===== src/rtl/rv32_io_ctrl_pkg.sv =====
// Shared register offsets, control-bit positions and byte-lane write helpers
// for the rv32_io_ctrl memory-mapped I/O block.
package rv32_io_pkg;

   localparam logic [2:0] IO_OFF_LED    = 3'd0;
   localparam logic [2:0] IO_OFF_IN     = 3'd1;
   localparam logic [2:0] IO_OFF_EDGE   = 3'd2;
   localparam logic [2:0] IO_OFF_IRQEN  = 3'd3;
   localparam logic [2:0] IO_OFF_TCOUNT = 3'd4;
   localparam logic [2:0] IO_OFF_TCMP   = 3'd5;
   localparam logic [2:0] IO_OFF_TCTRL  = 3'd6;
   localparam logic [2:0] IO_OFF_ID     = 3'd7;

   localparam int TCTRL_EN_BIT    = 0;
   localparam int TCTRL_AR_BIT    = 1;
   localparam int TCTRL_MATCH_BIT = 2;
   localparam int IRQEN_TIMER_BIT = 31;

   function automatic logic [31:0] lane_mask(input logic [3:0] be);
      return {{8{be[3]}}, {8{be[2]}}, {8{be[1]}}, {8{be[0]}}};
   endfunction

   function automatic logic [31:0] lane_merge(input logic [31:0] old_val,
                                              input logic [31:0] wdata,
                                              input logic [3:0]  be);
      logic [31:0] m;
      m = lane_mask(be);
      return (old_val & ~m) | (wdata & m);
   endfunction

   // Write-one-to-clear restricted to the enabled byte lanes.
   function automatic logic [31:0] w1c_apply(input logic [31:0] old_val,
                                             input logic [31:0] wdata,
                                             input logic [3:0]  be);
      return old_val & ~(wdata & lane_mask(be));
   endfunction

endpackage


===== src/rtl/rv32_io_ctrl_debounce.sv =====
// One input channel: 2-FF synchroniser, stability counter, accepted level
// and a single-cycle pulse on an accepted 0->1 change.
module io_debounce
   import rv32_io_pkg::*;
#(
   parameter int DEBOUNCE_CYCLES = 1000000
)
(
   input  logic clk,
   input  logic reset,
   input  logic pin_i,
   output logic level_o,
   output logic rise_o
);

   localparam int CNT_W = (DEBOUNCE_CYCLES > 1) ? $clog2(DEBOUNCE_CYCLES) : 1;
   localparam logic [CNT_W-1:0] CNT_LAST = CNT_W'(DEBOUNCE_CYCLES - 1);

   logic             sync1_q, sync2_q;
   logic             level_q, level_d;
   logic [CNT_W-1:0] cnt_q, cnt_d;
   logic             accept;

   always_comb begin
      accept  = (sync2_q != level_q) && (cnt_q == CNT_LAST);
      level_d = level_q;
      cnt_d   = cnt_q;
      if (sync2_q == level_q) begin
         cnt_d = '0;
      end else if (accept) begin
         cnt_d   = '0;
         level_d = sync2_q;
      end else begin
         cnt_d = cnt_q + CNT_W'(1);
      end
   end

   always_ff @(posedge clk or posedge reset) begin
      if (reset) begin
         sync1_q <= 1'b0;
         sync2_q <= 1'b0;
         level_q <= 1'b0;
         cnt_q   <= '0;
      end else begin
         sync1_q <= pin_i;
         sync2_q <= sync1_q;
         level_q <= level_d;
         cnt_q   <= cnt_d;
      end
   end

   assign level_o = level_q;
   // Pulse coincides with the level update so EDGE and IN move together.
   assign rise_o  = accept & sync2_q;

endmodule


===== src/rtl/rv32_io_ctrl.sv =====
// Memory-mapped I/O controller: LEDs, debounced inputs with edge capture,
// compare timer with auto-reload, and a level interrupt.
module rv32_io_ctrl
   import rv32_io_pkg::*;
#(
   parameter int          NUM_IN          = 4,
   parameter int          NUM_OUT         = 10,
   parameter int          DEBOUNCE_CYCLES = 1000000,
   parameter logic [31:0] IO_BASE         = 32'h8000_0000,
   parameter logic [31:0] VERSION         = 32'h0001_0000
)
(
   input  logic               clk,
   input  logic               reset,
   input  logic [31:2]        io_addr,
   input  logic [31:0]        io_wdata,
   input  logic               io_we,
   input  logic [3:0]         io_be,
   output logic [31:0]        io_rdata,
   input  logic [NUM_IN-1:0]  pushbuttons,
   output logic [NUM_OUT-1:0] leds,
   output logic               irq
);

   localparam logic [31:0] IN_MASK  = 32'((64'd1 << NUM_IN) - 64'd1);
   localparam logic [31:0] LED_MASK = 32'((64'd1 << NUM_OUT) - 64'd1);
   localparam logic [31:0] IE_MASK  = IN_MASK | (32'd1 << IRQEN_TIMER_BIT);

   logic              hit;
   logic [2:0]        off;
   logic              wr;

   logic [31:0]       led_q, led_d;
   logic [31:0]       edge_q, edge_d;
   logic [31:0]       ie_q, ie_d;
   logic [31:0]       tcount_q, tcount_d;
   logic [31:0]       tcmp_q, tcmp_d;
   logic              en_q, en_d;
   logic              ar_q, ar_d;
   logic              match_q, match_d;
   logic              match_set, match_clr;
   logic [31:0]       rdata_q, rdata_d;

   logic [NUM_IN-1:0] level;
   logic [NUM_IN-1:0] rise;

   for (genvar g = 0; g < NUM_IN; g++) begin : g_in
      io_debounce #(
         .DEBOUNCE_CYCLES(DEBOUNCE_CYCLES)
      ) u_debounce (
         .clk    (clk),
         .reset  (reset),
         .pin_i  (pushbuttons[g]),
         .level_o(level[g]),
         .rise_o (rise[g])
      );
   end

   always_comb begin
      hit = (io_addr[31:5] == IO_BASE[31:5]);
      off = io_addr[4:2];
      wr  = io_we & hit;
   end

   always_comb begin
      led_d = led_q;
      ie_d  = ie_q;
      tcmp_d = tcmp_q;
      if (wr && off == IO_OFF_LED)   led_d  = lane_merge(led_q, io_wdata, io_be) & LED_MASK;
      if (wr && off == IO_OFF_IRQEN) ie_d   = lane_merge(ie_q, io_wdata, io_be) & IE_MASK;
      if (wr && off == IO_OFF_TCMP)  tcmp_d = lane_merge(tcmp_q, io_wdata, io_be);

      // A rise landing with a W1C of the same bit keeps the bit set.
      edge_d = edge_q;
      if (wr && off == IO_OFF_EDGE) edge_d = w1c_apply(edge_q, io_wdata, io_be);
      edge_d = (edge_d | 32'(rise)) & IN_MASK;
   end

   always_comb begin
      tcount_d  = tcount_q;
      match_set = 1'b0;
      if (wr && off == IO_OFF_TCOUNT) begin
         tcount_d = lane_merge(tcount_q, io_wdata, io_be);
      end else if (en_q) begin
         if (tcount_q == tcmp_q) begin
            match_set = 1'b1;
            tcount_d  = ar_q ? 32'd0 : tcount_q + 32'd1;
         end else begin
            tcount_d = tcount_q + 32'd1;
         end
      end

      en_d      = en_q;
      ar_d      = ar_q;
      match_clr = 1'b0;
      if (wr && off == IO_OFF_TCTRL && io_be[0]) begin
         en_d      = io_wdata[TCTRL_EN_BIT];
         ar_d      = io_wdata[TCTRL_AR_BIT];
         match_clr = io_wdata[TCTRL_MATCH_BIT];
      end
      match_d = (match_q & ~match_clr) | match_set;
   end

   // Read mux sees pre-write state; the result is registered to match RAM timing.
   always_comb begin
      rdata_d = 32'd0;
      if (hit) begin
         case (off)
            IO_OFF_LED:    rdata_d = led_q;
            IO_OFF_IN:     rdata_d = 32'(level);
            IO_OFF_EDGE:   rdata_d = edge_q;
            IO_OFF_IRQEN:  rdata_d = ie_q;
            IO_OFF_TCOUNT: rdata_d = tcount_q;
            IO_OFF_TCMP:   rdata_d = tcmp_q;
            IO_OFF_TCTRL:  rdata_d = {29'd0, match_q, ar_q, en_q};
            IO_OFF_ID:     rdata_d = VERSION;
            default:       rdata_d = 32'd0;
         endcase
      end
   end

   always_ff @(posedge clk or posedge reset) begin
      if (reset) begin
         led_q    <= 32'd0;
         edge_q   <= 32'd0;
         ie_q     <= 32'd0;
         tcount_q <= 32'd0;
         tcmp_q   <= 32'd0;
         en_q     <= 1'b0;
         ar_q     <= 1'b0;
         match_q  <= 1'b0;
         rdata_q  <= 32'd0;
      end else begin
         led_q    <= led_d;
         edge_q   <= edge_d;
         ie_q     <= ie_d;
         tcount_q <= tcount_d;
         tcmp_q   <= tcmp_d;
         en_q     <= en_d;
         ar_q     <= ar_d;
         match_q  <= match_d;
         rdata_q  <= rdata_d;
      end
   end

   assign io_rdata = rdata_q;
   assign leds     = led_q[NUM_OUT-1:0];
   assign irq      = (|(edge_q & ie_q & IN_MASK)) | (match_q & ie_q[IRQEN_TIMER_BIT]);

endmodule

===== config.mk =====
export PLATFORM = sky130hd
export DESIGN_NAME = rv32_io_ctrl
export DESIGN_NICKNAME = d
export VERILOG_FILES = /design/src/rtl/rv32_io_ctrl_pkg.sv /design/src/rtl/rv32_io_ctrl_debounce.sv /design/src/rtl/rv32_io_ctrl.sv
export SDC_FILE = /design/constraint.sdc
export NUM_CORES = 1
export LEC_CHECK = 0
export ABC_AREA = 1
export CAP_MARGIN = 20
export CORE_ASPECT_RATIO = 0.5
export CORE_MARGIN = 2
export CORE_UTILIZATION = 50
export DETAILED_ROUTE_END_ITERATION = 7
export GPL_ROUTABILITY_DRIVEN = 0
export PLACE_DENSITY = 0.79
export SLEW_MARGIN = 20
export SYNTH_ARGS = -nofsm -noshare
export SYNTH_HDL_FRONTEND = slang
export SYNTH_HIERARCHICAL = 1
export SYNTH_SLANG_ARGS = --single-unit

===== constraint.sdc =====
create_clock -name clk -period 10.5 [get_ports clk]
set_input_delay 3.15 -clock clk [delete_from_list [all_inputs] [get_ports clk]]
set_output_delay 3.15 -clock clk [all_outputs]
set_load 0.02 [all_outputs]

**Yosys cells after proc, flatten, opt, wreduce, memory -nomap -nowiden**

Cells that the tools add are included.
Widths: inputs -> output; s select.

- Add/sub/neg operators: 5
- Multiply operators: 0
- Divide/modulo/power cells: 0
- Order comparisons: 0
- Eq/ne operators: 21
- Shift-type cells: 0
- Multiplexer cells: 19
- Bitwise gates (word level): 28
- Reductions and logical operators: 18

Operators with widths:

| kind | count |
|---|---|
| $pmux 32 s8 | 1 |
| $mux 20 | 8 |
| $mux 32 | 5 |
| $and 32x32->32 | 4 |
| $or 32x32->32 | 3 |
| $add 20x1->20 const B | 4 |
| $eq 20x20->1 const B | 4 |
| $add 32x1->32 const B | 1 |
| $eq 32x32->1 | 1 |
| $not 32->32 | 1 |
| $eq 27x27->1 const B | 1 |
| $eq 3x3->1 const B | 4 |
| $logic_and 1x1->1 | 11 |
| $and 10x10->10 | 1 |
| $or 10x10->10 | 1 |
| $and 4x4->4 | 2 |
| $reduce_and 2->1 | 4 |
| $and 1x1->1 | 7 |
| $eq 3x2->1 const B | 2 |
| $not 1->1 | 5 |
| $eq 1x1->1 | 4 |
| $mux 1 | 4 |
| $mux 4 | 1 |
| $ne 1x1->1 | 4 |
| other kinds (7) | 8 |

- Flip-flop bits (word level): 210
- Latch bits: 0
- RAM bits: 0
- Bits in read-only memories: 0
- Input port bits: 73
- Word-level logic and storage cells: 116
- Memories: 0

**Depth between registers and ports, before layout**

- Depth after elaboration: 8
- Gate-level depth with buffers: 13
- Mapped depth without buffers: 12

**By module**

Netlist, hierarchy kept.

Modules (own cells, without submodules):

| module | times used | cells each | area an instance (µm²) | seq. area each (µm²) |
|---|---|---|---|---|
| rv32_io_ctrl | 1 | 955 | 6,944.2 | 2,952.8 |
| io_debounce | 4 | 171 | 1,330.0 | 575.6 |

**Least setup slack after synthesis**

No wires, ideal clock.

- Path type: in2reg
- From: input io_addr[28] (netlist bit)
- To: register with a tool-made name
- Setup time: 0.122 ns
- Data arrival time: 4.202 ns
- Data required time: 10.378 ns
- Setup slack: 6.176 ns
- Stages on the path: 11
- Buffers on the path: 1
- Cells stage by stage: nor2_1 -> nand2_1 -> nor2_1 -> nand2_1 -> nor2_4 -> nand2_4 -> nor2_2 -> nand2_2 -> buf_2 -> nand2_1 -> o21ai_1

RTL lines:

| item | RTL line | source |
|---|---|---|
| start, declared | rv32_io_ctrl.sv:15 | `input logic [31:2] io_addr,` |

==> results.cfg <==
[setup_path]
critical_path.slowest_cell = nor2_4
path_max_fanout = 24
crit_type = in2reg
crit_chain = clkdlybuf4s50_1 -> nor2_4 -> inv_2 -> nor2_4 -> nand3_2 -> nand2_2 -> nand2_2 -> nor2_1 -> a21oi_1
slowest_delay_ns = 0.59
ff2ff_setup_slack_ns = 7.97
cp.arrival_ns = 6.39
crit_path_start_kind = input port
cp.depth = 9
critical-path-top-delay-family = simple AND/OR/NAND/NOR gates
required_ns = 10.89
path_buf_inv = 2
endpoint_kind = flop
reg2reg_depth = 10

[timing]
rsz0062_at_grt = no
setup_viol = 0
post-route-period-util = 0.5715
hold_viol = 0
fin_skew_ns = 0.01136
fmax_ghz = 0.1667
slew_violations = 0
tightest_slew_ns = 0.9065
finalSetupTns_ns = 0
relSlewSlack = 0.3950
fin_crit_ns = 6.000

[routing]
vias_per_cell = 5.366
drt_iter0_markers = 1027
vias = 11040
dr.pass1.iters = 8
post_drt_wl_per_cell_um = 15.12
detail-route-antenna-nets = 0
wirelength_um = 31090
drcViolationCount = 0

[synth]
ys_ff_latch = 210
synthAdderAreaFrac = 0.005101
muxShareOfSynthArea = 0
postSynthAreaPerCell_um2 = 7.483
synth-simple-area-share = 0.3582
netlist_instances = 1639
synth_top_family_by_area = simple AND/OR/NAND/NOR gates
synth-xor-area-share = 0.05642
syn-cell-area_mm2 = 0.01226
ys_warn_count = 6
synth-compound-area-share = 0.07335
ys_types = 44
yosysSeqAreaShare = 0.4285
syn-num-nets = 1717

[layout]
register_area_mm2 = 0.005255
diodes = 0
final_nets = 1806
syn_to_final_growth_pct = 15.21
drive_gt1_frac = 0.08955
fillers = 2194
multiInputGateArea_mm2 = 0.006052

[grt]
grtUsageTotal = 0.2474
grt_start_max_net_pins = 84
grt_first_pass_wirelength_um = 51760
grt_pass1_vias = 10580
grt_remaining_overflow = 0
antenna_found_initial = 0

[clock_tree]
ctsHoldBuffers = 0
clockBufferDepth = 3
root_buffer = clkbuf_16
cts.clk_slew.worst_paths_ns = 0.07
htreeDepth = 1
cts_tree = yes
post_cts_resized = 0
clk_latency_ns = 0.52
cts_buffers = 20
clock_sinks = 210
cts_setup_buffers = 0

[power]
switching_share = 0.2294
p_comb_frac = 0.055
p_per_area_mw_per_mm2 = 115.3
power.total_uw = 1629
power_switching_uw = 373.8
seq_power_share = 0.502
clkPwrFrac = 0.443
p_int_uw = 1256
peakVddDrop_uv = 95.37
leakage_uw = 0.006267

[floorplanning]
die_h_um = 114.7
row_count = 40
start_util = 0.5105
core_area_mm2 = 0.02402
dieWidth_um = 225.5
die_area_mm2 = 0.02587
io_pins = 116

[place]
dpl.hpwl_um = 22640
port_buffers = 115

[run_status]
status = completed

[min_path]
min_path_cells = 0
hold_start = g_in[3].u_debounce/sync1_q
holdCritPathClass = reg2reg
whs_endpoint = g_in[3].u_debounce/sync2_q

[flow_run]
drv_cap = 0
==> worst max path at each step <==
stage / to / slack [ns] / from
after floorplan: asynchronous set/reset pin / 4.22 / reset
after global placement: flop / 4.17 / io_addr[2]
after detailed placement: flop / 4.07 / io_addr[2]
after CTS: flop / 4.61 / io_addr[2]
after global routing: flop / 4.32 / io_addr[2]
final: flop / 4.50 / io_addr[2]
==> kinds of logic after synthesis <==
family | Yosys count
compound gates | 167
xor+xnor | 79
fa+ha+maj | 5
buf+inv | 216
flops | 210
simple gates | 962
==> area by class of cell <==
type | instances | share of cell area
multi-input cells | 1213 | 0.4283
repair buffers | 117 | 0.08279
well taps | 315 | 0.02789
clock inverters | 5 | 0.003542
clock buffers | 31 | 0.04126
inverters | 166 | 0.04428
flip-flops and latches | 210 | 0.3719
==> power by group through the flow <==
stage,Clock [uW],Combinational (uW),Sequential [uW]
CTS,735,91.4,818
detailed placement,0,90.8,833
finish,721,90.0,818
global route,771,100,818
global placement,0,89.9,833
floorplan,0,44.8,832
==> through the flow <==
step / instances / setup WS, ns / util / hold slack, ns / instance area (um2)
2_1_floorplan: 1639 / 4.221 / - / 0.3312 / 12260
3_3_place_gp: 2021 / 4.172 / 0.5615 / 0.3333 / 13490
3_5_place_dp: 2021 / 4.065 / 0.5617 / 0.3401 / 13490
4_1_cts: 2057 / 4.606 / 0.5880 / 0.3554 / 14130
5_1_grt: 2057 / 4.323 / 0.5882 / 0.3573 / 14130
6_report: 2057 / 4.500 / 0.5882 / 0.3537 / 14130
==> layer usage <==
layer	track usage	up-vias	share of wire
li1	-	5406	-
met2	0.4187	316	0.46
met3	0.04140	78	0.061
met5	0	-	0
met4	0.07196	0	0.030
met1	0.3318	5238	0.45
==> cells in the final DEF (no fill, tap or decap), types with 2 or more instances in the layout <==
master           Yosys  layout
or2_2                4       4
o21bai_1             2       2
o221ai_1             3       3
xnor2_1             31      31
dfrtp_1            210     210
and2_1               2       2
a21oi_1             67      67
clkbuf_16            0      21
nor3_2               7       7
a221oi_1             4       4
nor2_1             264     264
nor2_4              16      16
ha_1                 5       5
nor2_2              24      24
a211oi_1             3       3
o21ai_1             33      33
inv_1              147     146
nand4_1             36      36
a31oi_1              3       3
clkbuf_8             4       2
clkinv_1             6       6
nand3_1            120     119
xor2_1              48      48
nor3_1              25      25
inv_2               13      13
clkbuf_1             5       8
o22ai_1              3       3
nand3b_1             7       7
o21ai_2              4       4
nand3_2             14      15
nand4_2              2       2
nand2_2             37      37
nand2_1            399     399
clkdlybuf4s50_1      0     115
clkinv_2             0       4
o21ai_0             44      44
==> cell usage after synthesis (all sizes together) <==
library cell	number	area [um2]
dfrtp	210	5255
inv	160	600.6
a21oi	67	335.3
and3	1	6.260
o21bai	2	15.01
xnor2	31	271.5
xor2	48	420.4
nor2	305	1341
nand3b	7	52.55
nor3	32	195.2
buf	32	220.2
clkinv	6	22.52
o22ai	3	18.77
nand4	39	271.5
nor3b	1	7.510
or2	4	25.02
a211oi	3	22.52
a221oi	4	35.03
o221ai	3	26.28
a31oi	3	18.77
and2	2	12.51
nand3	134	740.7
nand2	437	1740
o21ai	81	420.4
a21o	1	7.510
ha	5	62.56
clkbuf	18	118.9
No activity file was read; power rests on OpenSTA's default activity.
